<file path="config.mk">
export PLATFORM = sky130hd
export DESIGN_NAME = aoi_misr
export DESIGN_NICKNAME = d
export VERILOG_FILES = /design/src/rtl/aoi_chk_pkg.sv /design/src/rtl/aoi_misr.sv
export SDC_FILE = /design/constraint.sdc
export NUM_CORES = 1
export LEC_CHECK = 0
export CAP_MARGIN = 10
export CORE_AREA = 2 2 44 46
export DETAILED_ROUTE_END_ITERATION = 6
export DIE_AREA = 0 0 46 48
export PLACE_DENSITY = 0.76
export SYNTH_ARGS = -nofsm -noshare
export SYNTH_HDL_FRONTEND = slang
export SYNTH_SLANG_ARGS = --single-unit
</file>
<file path="constraint.sdc">
create_clock -name clk -period 2.2 [get_ports clk]
set_input_delay 0.44 -clock clk [delete_from_list [all_inputs] [get_ports clk]]
set_output_delay 0.44 -clock clk [all_outputs]
set_load 0.05 [all_outputs]
</file>
<file path="src/rtl/aoi_chk_pkg.sv">
// Shared types and constants for the AOI response checker.
// The MISR constants are only consumed when AOI_CHK_MISR_EN is defined.
package aoi_chk_pkg;

   typedef enum logic [1:0] {
      IDLE = 2'd0,
      RUN  = 2'd1,
      DONE = 2'd2
   } chk_state_t;

   localparam logic [15:0] MISR_POLY = 16'h1021;
   localparam logic [15:0] MISR_SEED = 16'hFFFF;

   // Golden model of the AOI cell: y = ~((a & b) | (c & d)).
   function automatic logic aoi_ref(input logic a, input logic b,
                                    input logic c, input logic d);
      return ~((a & b) | (c & d));
   endfunction

endpackage

</file>
<file path="src/rtl/aoi_misr.sv">
// 16-bit MISR (x^16+x^12+x^5+1) compacting {a,b,c,d,y} of each accepted vector.
// Instantiated by aoi_resp_checker only when AOI_CHK_MISR_EN is defined.
module aoi_misr
   import aoi_chk_pkg::*;
(
   input  logic        clk,
   input  logic        rst_n,
   input  logic        clr,
   input  logic        en,
   input  logic [4:0]  din,
   output logic [15:0] sig
);

   logic [15:0] sig_next;

   // Galois-form shift with feedback, then fold the new sample into the low bits.
   always_comb begin
      sig_next = {sig[14:0], 1'b0} ^ (sig[15] ? MISR_POLY : 16'h0000) ^ {11'b0, din};
   end

   always_ff @(posedge clk or negedge rst_n) begin
      if (!rst_n) begin
         sig <= MISR_SEED;
      end else if (clr) begin
         sig <= MISR_SEED;
      end else if (en) begin
         sig <= sig_next;
      end
   end

endmodule

</file>
==> flow_metrics.tcl, run 1 <==
set metrics [dict create \
    clock-sinks 16 \
    skew_ns 0.00507 \
    syn2layout_area_growth_pct 36.1 \
    tritoncts "done" \
    htreeDepth 1 \
    drt-initial-drc-count 3 \
    async_flop_share 1.00 \
    die_x_um 46 \
    num_rows 15 \
    critPathMaxFanout 5 \
    nNetsFinal 97 \
    maxCapViolations 0 \
    synthTopCellsByArea "dfstp_2 57%, a211o_1 11%, nor2b_1 8.5%" \
    fmaxAchievable_mhz 467 \
    die-area_mm2 0.00221 \
    r2r_end "sig[12]$_DFFE_PN1P_" \
    ctsHoldBuffers 0 \
    yosys_warnings 0 \
    cts_buffer_depth 2 \
    status "finished, final reports clean" \
    timing.final.crit_share 0.973 \
    slowest_stage "clkdlybuf4s50_1" \
    crit_end "sig[15]" \
    gp_congestion 0.711 \
    grt_usage 0.155 \
    ys_types 9 \
    top_register "sig" \
    hold_viol 0 \
    top_regs "sig x16" \
    final_core_util 0.592 \
    synth-edff-count 0 \
    layout-drive-gt1-share 0.256 \
    routedWlPerCell_um 14.0 \
    synthTopCellsByCount "16 x dfstp_2, 10 x nor2b_1, 9 x a211o_1" \
    drt-total-wl_um 1440 \
    maxSlewViolCount 0 \
    grt_remaining_overflow 0 \
    cts.clk_slew.worst_paths_ns 0.09 \
    antenna_left 0 \
    crit_cells 1 \
    r2r-start "sig[15]$_DFFE_PN1P_" \
    hold_path_class "reg2reg" \
    cts-root-buf "clkbuf_4" \
    vias 556 \
    dp_hpwl_um 1040 \
    rrSetupSlack_ns 1.29 \
    syn_avg_cell_area_um2 12.0 \
    first_global_vias 550 \
    pin_count 25 \
    remaining_drc_errors 0 \
    cp-start-kind "flop" \
    synthFlopType "dfstp_2" \
    period_minus_slack_ns 2.14 \
    setup_viol 0 \
    relSlewSlack 0.547 \
    critPathTopFamily "buffers and inverters" \
    diodes 0 \
    ff2ff_path_depth 2 \
    coreArea_mm2 0.00169 \
    clk_latency_ns 0.28 \
    largest_reg_flops 16 \
    netlist_area_um2 734 \
    cp.buffers_inverters 1 \
    worstPathArrival_ns 1.70 \
    syn_nets 70 \
    firstDrtPassIters 4 \
    peakVddDrop_mv 0.474 \
    final.setup.tns_ns 0 \
    port_buffers 24 \
    synth.most_common_cell "dfstp_2" \
    grt_max_degree 17 \
    die_h_um 48 \
    p_leak_nw 0.374 \
    tightest_slew_ns 0.677 \
    synthCells 61 \
    p_per_area_mw_per_mm2 697 \
    synth_top_cell_by_area "dfstp_2" \
    grt_antenna_before_repair 0 \
    grt_pass1_wl_um 2400 \
    initial_utilization 0.435 \
    postCtsSetupBuffers 0 \
    cts_resized 0 \
    setup.worst_path.start "sig[15]$_DFFE_PN1P_" \
    worst-setup-path-type "reg2out" \
    avgViaCountPerCell 5.40 \
    critPathMaxStageDelay_ns 0.82 \
    crit_path_end_kind "output pin" \
    cts_buffers 3 \
    yosysSeqAreaShare 0.572 \
    synth_top_area_frac 0.572 \
    synth-seq-cells 16 \
    crit_chain "clkdlybuf4s50_1" \
    cp.required_ns 1.76 \
    rsz0062_at_grt "no" \
]
-- cells by family after synthesis --
kind of cell | count (synthesis) | share of synthesized area
simple gates | 17 | 0.133
compound gates | 16 | 0.155
flops | 16 | 0.572
xor+xnor | 7 | 0.0835
buf+inv | 5 | 0.0562
-- how the worst min path moves through the flow --
stage / start / endpoint / cells past startpoint
after global routing: sig[12]$_DFFE_PN1P_ / sig[12]$_DFFE_PN1P_ / 2
after CTS: sig[12]$_DFFE_PN1P_ / sig[12]$_DFFE_PN1P_ / 2
after floorplan: rst_n / sig[0]$_DFFE_PN1P_ / 0
after detailed placement: sig[4]$_DFFE_PN1P_ / sig[5]$_DFFE_PN1P_ / 2
final: sig[12]$_DFFE_PN1P_ / sig[12]$_DFFE_PN1P_ / 2
after global placement: sig[12]$_DFFE_PN1P_ / sig[12]$_DFFE_PN1P_ / 2
-- metal layers --
metal | GRT usage | part of all wire | vias to the layer above
met5 | 0 | 0 | -
met4 | 0.109 | 0.013 | 0
met3 | 0.0264 | 0.014 | 2
met2 | 0.242 | 0.55 | 9
met1 | 0.196 | 0.43 | 283
li1 | - | - | 262
-- final cells by class --
class / instances / area, um2
sequential: 16 / 420
tap: 17 / 21.3
clock buffer: 3 / 22.5
timing repair buffer: 27 / 263
multi-input combinational: 40 / 273
fill: 142 / 689
-- layout by cell type, fill, tap and decap left out --
cell,instances
nor2b_1,10
buf_4,3
a21oi_1,7
clkdlybuf4s50_1,24
xnor2_1,7
dfstp_2,16
a211o_1,9
clkbuf_4,3
nor3_1,7
-- power by group --
group          internal, mW  switching, mW  total [mW]
logic                0.0788          0.119       0.198
registers             0.332         0.0188       0.351
clock network        0.0634         0.0842       0.148
total                 0.475          0.222       0.697
-- metrics by stage --
stage          instances  total power [mW]  setup WS, ns  instance area (um2)  hold slack, ns
6_report             103             0.697        0.0589                 1000           0.566
5_1_grt              103             0.726        0.0212                 1000           0.585
4_1_cts              103             0.705        0.0504                 1000           0.571
3_5_place_dp         100             0.556         0.370                  977           0.557
3_3_place_gp         100             0.554         0.380                  977           0.550
2_1_floorplan         61             0.486          1.05                  734           0.292
Note: power is estimated with default switching activity, not from simulation.
==> run 2, diff against run 1 <==
--- a/config.mk
+++ b/config.mk
@@ -9,7 +9,8 @@
 export CORE_AREA = 2 2 44 46
 export DETAILED_ROUTE_END_ITERATION = 6
 export DIE_AREA = 0 0 46 48
-export PLACE_DENSITY = 0.76
+export DONT_BUFFER_PORTS = 1
+export PLACE_DENSITY = 0.61
 export SYNTH_ARGS = -nofsm -noshare
 export SYNTH_HDL_FRONTEND = slang
 export SYNTH_SLANG_ARGS = --single-unit
==> run 2 against run 1 <==
Against the previous run: largest cell class unchanged; via count down 19%; sequential power is 24% higher; final cell count shrank 25%; non-clock buffer count is 26 lower.
==> flow_metrics.tcl, run 2 (synthesis gave the netlist of run 1 again) <==
set metrics [dict create \
    skew_ns 0.00404 \
    antenna_left 0 \
    rsz0062_at_grt "no" \
    timing.final.crit_share 0.671 \
    coreArea_mm2 0.00169 \
    power_frac_clock 0.232 \
    grt_max_degree 27 \
    die_x_um 46 \
    top_regs "sig x16" \
    first_global_vias 431 \
    comb_power_share 0.080 \
    r2r-start "sig[15]$_DFFE_PN1P_" \
    dp_hpwl_um 856 \
    syn2layout_area_growth_pct 1.70 \
    p_total_mw 0.630 \
    htreeDepth 1 \
    nNetsFinal 71 \
    drt-initial-drc-count 3 \
    clk_latency_ns 0.28 \
    final.setup.tns_ns 0 \
    internal_power_mw 0.428 \
    place_inst 73 \
    hold_path_class "in2reg" \
    status "finished, final reports clean" \
    worstPathArrival_ns 1.04 \
    rrSetupSlack_ns 1.08 \
    routedWlPerCell_um 16.6 \
    min_from "clr" \
    fillers 157 \
    cts_resized 0 \
    grt_remaining_overflow 0 \
    postCtsSetupBuffers 0 \
    p_per_area_mw_per_mm2 843 \
    crit_path_end_kind "output pin" \
    tritoncts "done" \
    vias 451 \
    grt_pass1_wl_um 1900 \
    tightest_slew_ns 0.689 \
    port_buffers 0 \
    final_common_cell "dfstp_2" \
    grt_usage 0.128 \
    drt-total-wl_um 1280 \
    most-common-layout-cells "16 x dfstp_2, 10 x nor2b_1, 9 x a211o_1" \
    avgViaCountPerCell 5.86 \
    cts_buffers 3 \
    die_h_um 48 \
    holdWs_ns 0.261 \
    p_sw_mw 0.202 \
    cp.required_ns 1.76 \
    maxCapViolations 0 \
    remaining_drc_errors 0 \
    gp_congestion 0.649 \
    layout-drive-gt1-share 0.317 \
    top_register "sig" \
    period_minus_slack_ns 1.48 \
    seqPwrFrac 0.688 \
    largest_reg_flops 16 \
    firstDrtPassIters 4 \
    cts.clk_slew.worst_paths_ns 0.09 \
    cts-root-buf "clkbuf_4" \
    fmaxAchievable_mhz 677 \
    final_cell_count_no_fill 77 \
    critPathMaxFanout 5 \
    die-area_mm2 0.00221 \
    place_area_um2 714 \
    setup.worst_path.start "sig[15]$_DFFE_PN1P_" \
    cp-start-kind "flop" \
    regArea_um2 420 \
    num_rows 15 \
    initial_utilization 0.435 \
    cts_buffer_depth 2 \
    pin_count 25 \
    worst-setup-path-type "reg2out" \
    clock-sinks 16 \
    maxSlewViolCount 0 \
    hold_viol 0 \
    grt_antenna_before_repair 0 \
    sw_frac_of_total 0.320 \
    relSlewSlack 0.539 \
    p_leak_nw 0.264 \
    setup_viol 0 \
    diodes 0 \
    final_cell_area_um2 747 \
    peakVddDrop_mv 0.284 \
    multi_input_area_um2 273 \
]
## run 2: changes by cell type in the layout (fill, tap and decap cells not counted), sizes merged
cell | previous run | this run
buf | 3 | 0
dlygate4sd3 | 0 | 1
clkdlybuf4s50 | 24 | 0
## run 2: stage by stage
step | worst slack [ns] | utilization
3_5_place_dp | 1.03 | 0.423
2_1_floorplan | 1.05 | -
5_1_grt | 0.685 | 0.442
6_report | 0.724 | 0.442
3_3_place_gp | 1.04 | 0.423
4_1_cts | 0.713 | 0.442
## run 2: area by class of cell
class                      instances  area share
sequential                        16       0.563
multi-input combinational         40       0.365
clock buffer                       3      0.0302
timing repair buffer               1      0.0134
tap                               17      0.0285
## run 2: repair_timing
action / in CTS / in global routing
hold endpoints to repair: 16 / 0
setup endpoints to repair: 0 / 0
hold buffers: 1 / 0
## run 2: power groups by stage
stage	Combinational, mW	Clock (mW)	Sequential (mW)
2_1_floorplan	0.0533	0	0.433
3_3_place_gp	0.0431	0	0.439
3_5_place_dp	0.0438	0	0.439
4_1_cts	0.0512	0.151	0.435
5_1_grt	0.0572	0.166	0.438
6_report	0.0502	0.146	0.434
## run 2: path summary, 6_finish.rpt
kind	to	depth (start not counted)
worst max-delay path	sig[15]	0
max in group asynchronous	sig[0]$_DFFE_PN1P_	1
worst min-delay path	sig[7]$_DFFE_PN1P_	1
min in group asynchronous	sig[7]$_DFFE_PN1P_	1
worst max register to register	sig[0]$_DFFE_PN1P_	2
worst min register to register	sig[5]$_DFFE_PN1P_	2
## run 2: per-layer routing
layer  GRT usage  routed length [um]  vias to the layer above
li1            -                   -                      213
met1       0.144                 554                      219
met2       0.189                 611                       15
met3      0.0642                  89                        4
met4      0.0914                  21                        0
met5           0                   0                        -
==> run 3, diff against run 2 <==
==> constraint.sdc (replaced) <==
create_clock -name clk -period 1.47 [get_ports clk]
set_input_delay 0.294 -clock clk [delete_from_list [all_inputs] [get_ports clk]]
set_output_delay 0.294 -clock clk [all_outputs]
set_load 0.05 [all_outputs]
==> run 3 against run 2 <==
Against the previous run: first-iteration DRC count up 67%; largest power group unchanged; clock skew about the same; combinational power up 50%; worst hold slack worse by 0.15 ns; core utilization up 0.81 points; final area up 1.8%; global-route usage down 0.51 points; setup slack worse by 0.59 ns; non-clock buffer count unchanged.
==> flow_metrics.tcl, run 3 (synthesis gave the netlist of run 1 again) <==
set metrics [dict create \
    status "finished, final reports clean" \
    hold_viol 0 \
    r2r-start "sig[15]$_DFFE_PN1P_" \
    grtUsageMet1 0.156 \
    cts_buffers 3 \
    tritoncts "done" \
    diodes 0 \
    routedWlPerCell_um 16.6 \
    timing.final.crit_share 0.909 \
    vias 453 \
    remaining_drc_errors 0 \
    drt-initial-drc-count 5 \
    first_global_vias 430 \
    firstDrtPassIters 4 \
    die_h_um 48 \
    met3_usage 0.0453 \
    htreeDepth 1 \
    relSlewSlack 0.540 \
    grt_remaining_overflow 0 \
    antenna_left 0 \
    crit_cells 0 \
    num_rows 15 \
    peakVddDrop_mv 0.527 \
    skew_ns 0.00441 \
    hold_path_class "in2reg" \
    cts.clk_slew.worst_paths_ns 0.10 \
    cp.required_ns 1.18 \
    place_ws_ns 0.372 \
    p_leak_nw 0.271 \
    most-common-layout-cells "16 x dfstp_2, 10 x nor2b_1, 9 x a211o_1" \
    clock-sinks 16 \
    grt_max_degree 27 \
    pin_count 25 \
    die-area_mm2 0.00221 \
    largest_reg_flops 16 \
    cp-start-kind "flop" \
    fillers 154 \
    rsz0062_at_grt "no" \
    grt_usage 0.123 \
    critPathMaxFanout 5 \
    cts-root-buf "clkbuf_4" \
    final_common_cell "dfstp_2" \
    top_register "sig" \
    timing.final.ws_setup_ns 0.134 \
    period_minus_slack_ns 1.34 \
    drt-total-wl_um 1300 \
    port_buffers 0 \
    top_regs "sig x16" \
    die_x_um 46 \
    tightest_slew_ns 0.688 \
    r2r_end "sig[5]$_DFFE_PN1P_" \
    grtUsageMet2 0.197 \
    maxSlewViolCount 0 \
    final.setup.tns_ns 0 \
    worstPathArrival_ns 1.04 \
    dp_hpwl_um 897 \
    syn2layout_area_growth_pct 3.58 \
    cts_buffer_depth 2 \
    fmaxAchievable_mhz 749 \
    min_from "clr" \
    rrSetupSlack_ns 0.35 \
    clk_latency_ns 0.27 \
    avgViaCountPerCell 5.81 \
    crit_end "sig[15]" \
    worst-setup-path-type "reg2out" \
    grt-busiest-layer "met2" \
    grt_antenna_before_repair 0 \
    maxCapViolations 0 \
    crit_path_end_kind "output pin" \
    nNetsFinal 71 \
    p_total_mw 1.01 \
    gp_congestion 0.668 \
    p_per_area_mw_per_mm2 1330 \
    min_path_cells 1 \
    setup.worst_path.start "sig[15]$_DFFE_PN1P_" \
    layout-drive-gt1-share 0.328 \
    ff2ff_path_depth 2 \
    grt_pass1_wl_um 1930 \
    setup_viol 0 \
    holdWs_ns 0.116 \
    coreArea_mm2 0.00169 \
    initial_utilization 0.435 \
]
[run 3: worst min-delay path by stage]
stage | to | slack, ns
after global routing | sig[8]$_DFFE_PN1P_ | 0.09
final | sig[6]$_DFFE_PN1P_ | 0.12
after global placement | sig[7]$_DFFE_PN1P_ | 0.15
after detailed placement | sig[7]$_DFFE_PN1P_ | 0.15
after floorplan | sig[0]$_DFFE_PN1P_ | 0.15
after CTS | sig[6]$_DFFE_PN1P_ | 0.11
[run 3: what timing repair did]
item / 4_1_cts / 5_1_grt
hold endpoints to repair: 16 / 0
buffers inserted: 0 / 0
hold buffers: 1 / 0
resized for setup: 0 / 0
[run 3: cell type report]
cell class | instances | area, um2 | area share
Timing Repair Buffer | 1 | 10.0 | 0.0132
Sequential cell | 16 | 420 | 0.553
Tap cell | 17 | 21.3 | 0.0280
Clock buffer | 4 | 36.3 | 0.0477
Multi-Input combinational cell | 40 | 273 | 0.359
[run 3: metrics by stage]
step / util / instances / cell area, um2
after floorplan: - / 61 / 734
after detailed placement: 0.423 / 73 / 714
after global placement: 0.423 / 73 / 714
after global routing: 0.450 / 78 / 761
final: 0.450 / 78 / 761
after CTS: 0.450 / 78 / 761
[run 3: layer usage]
metal,vias to the layer above,part of all wire
li1,211,-
met1,231,0.44
met2,11,0.51
met3,0,0.055
met4,0,0
met5,-,0
[run 3: power by group]
part / switching, mW / internal (mW) / leakage, nW / total (mW)
registers: 0.148 / 0.502 / 0.169 / 0.650
logic: 0.0310 / 0.0441 / 0.0817 / 0.0752
clock network: 0.133 / 0.150 / 0.0210 / 0.284
total: 0.313 / 0.696 / 0.271 / 1.01
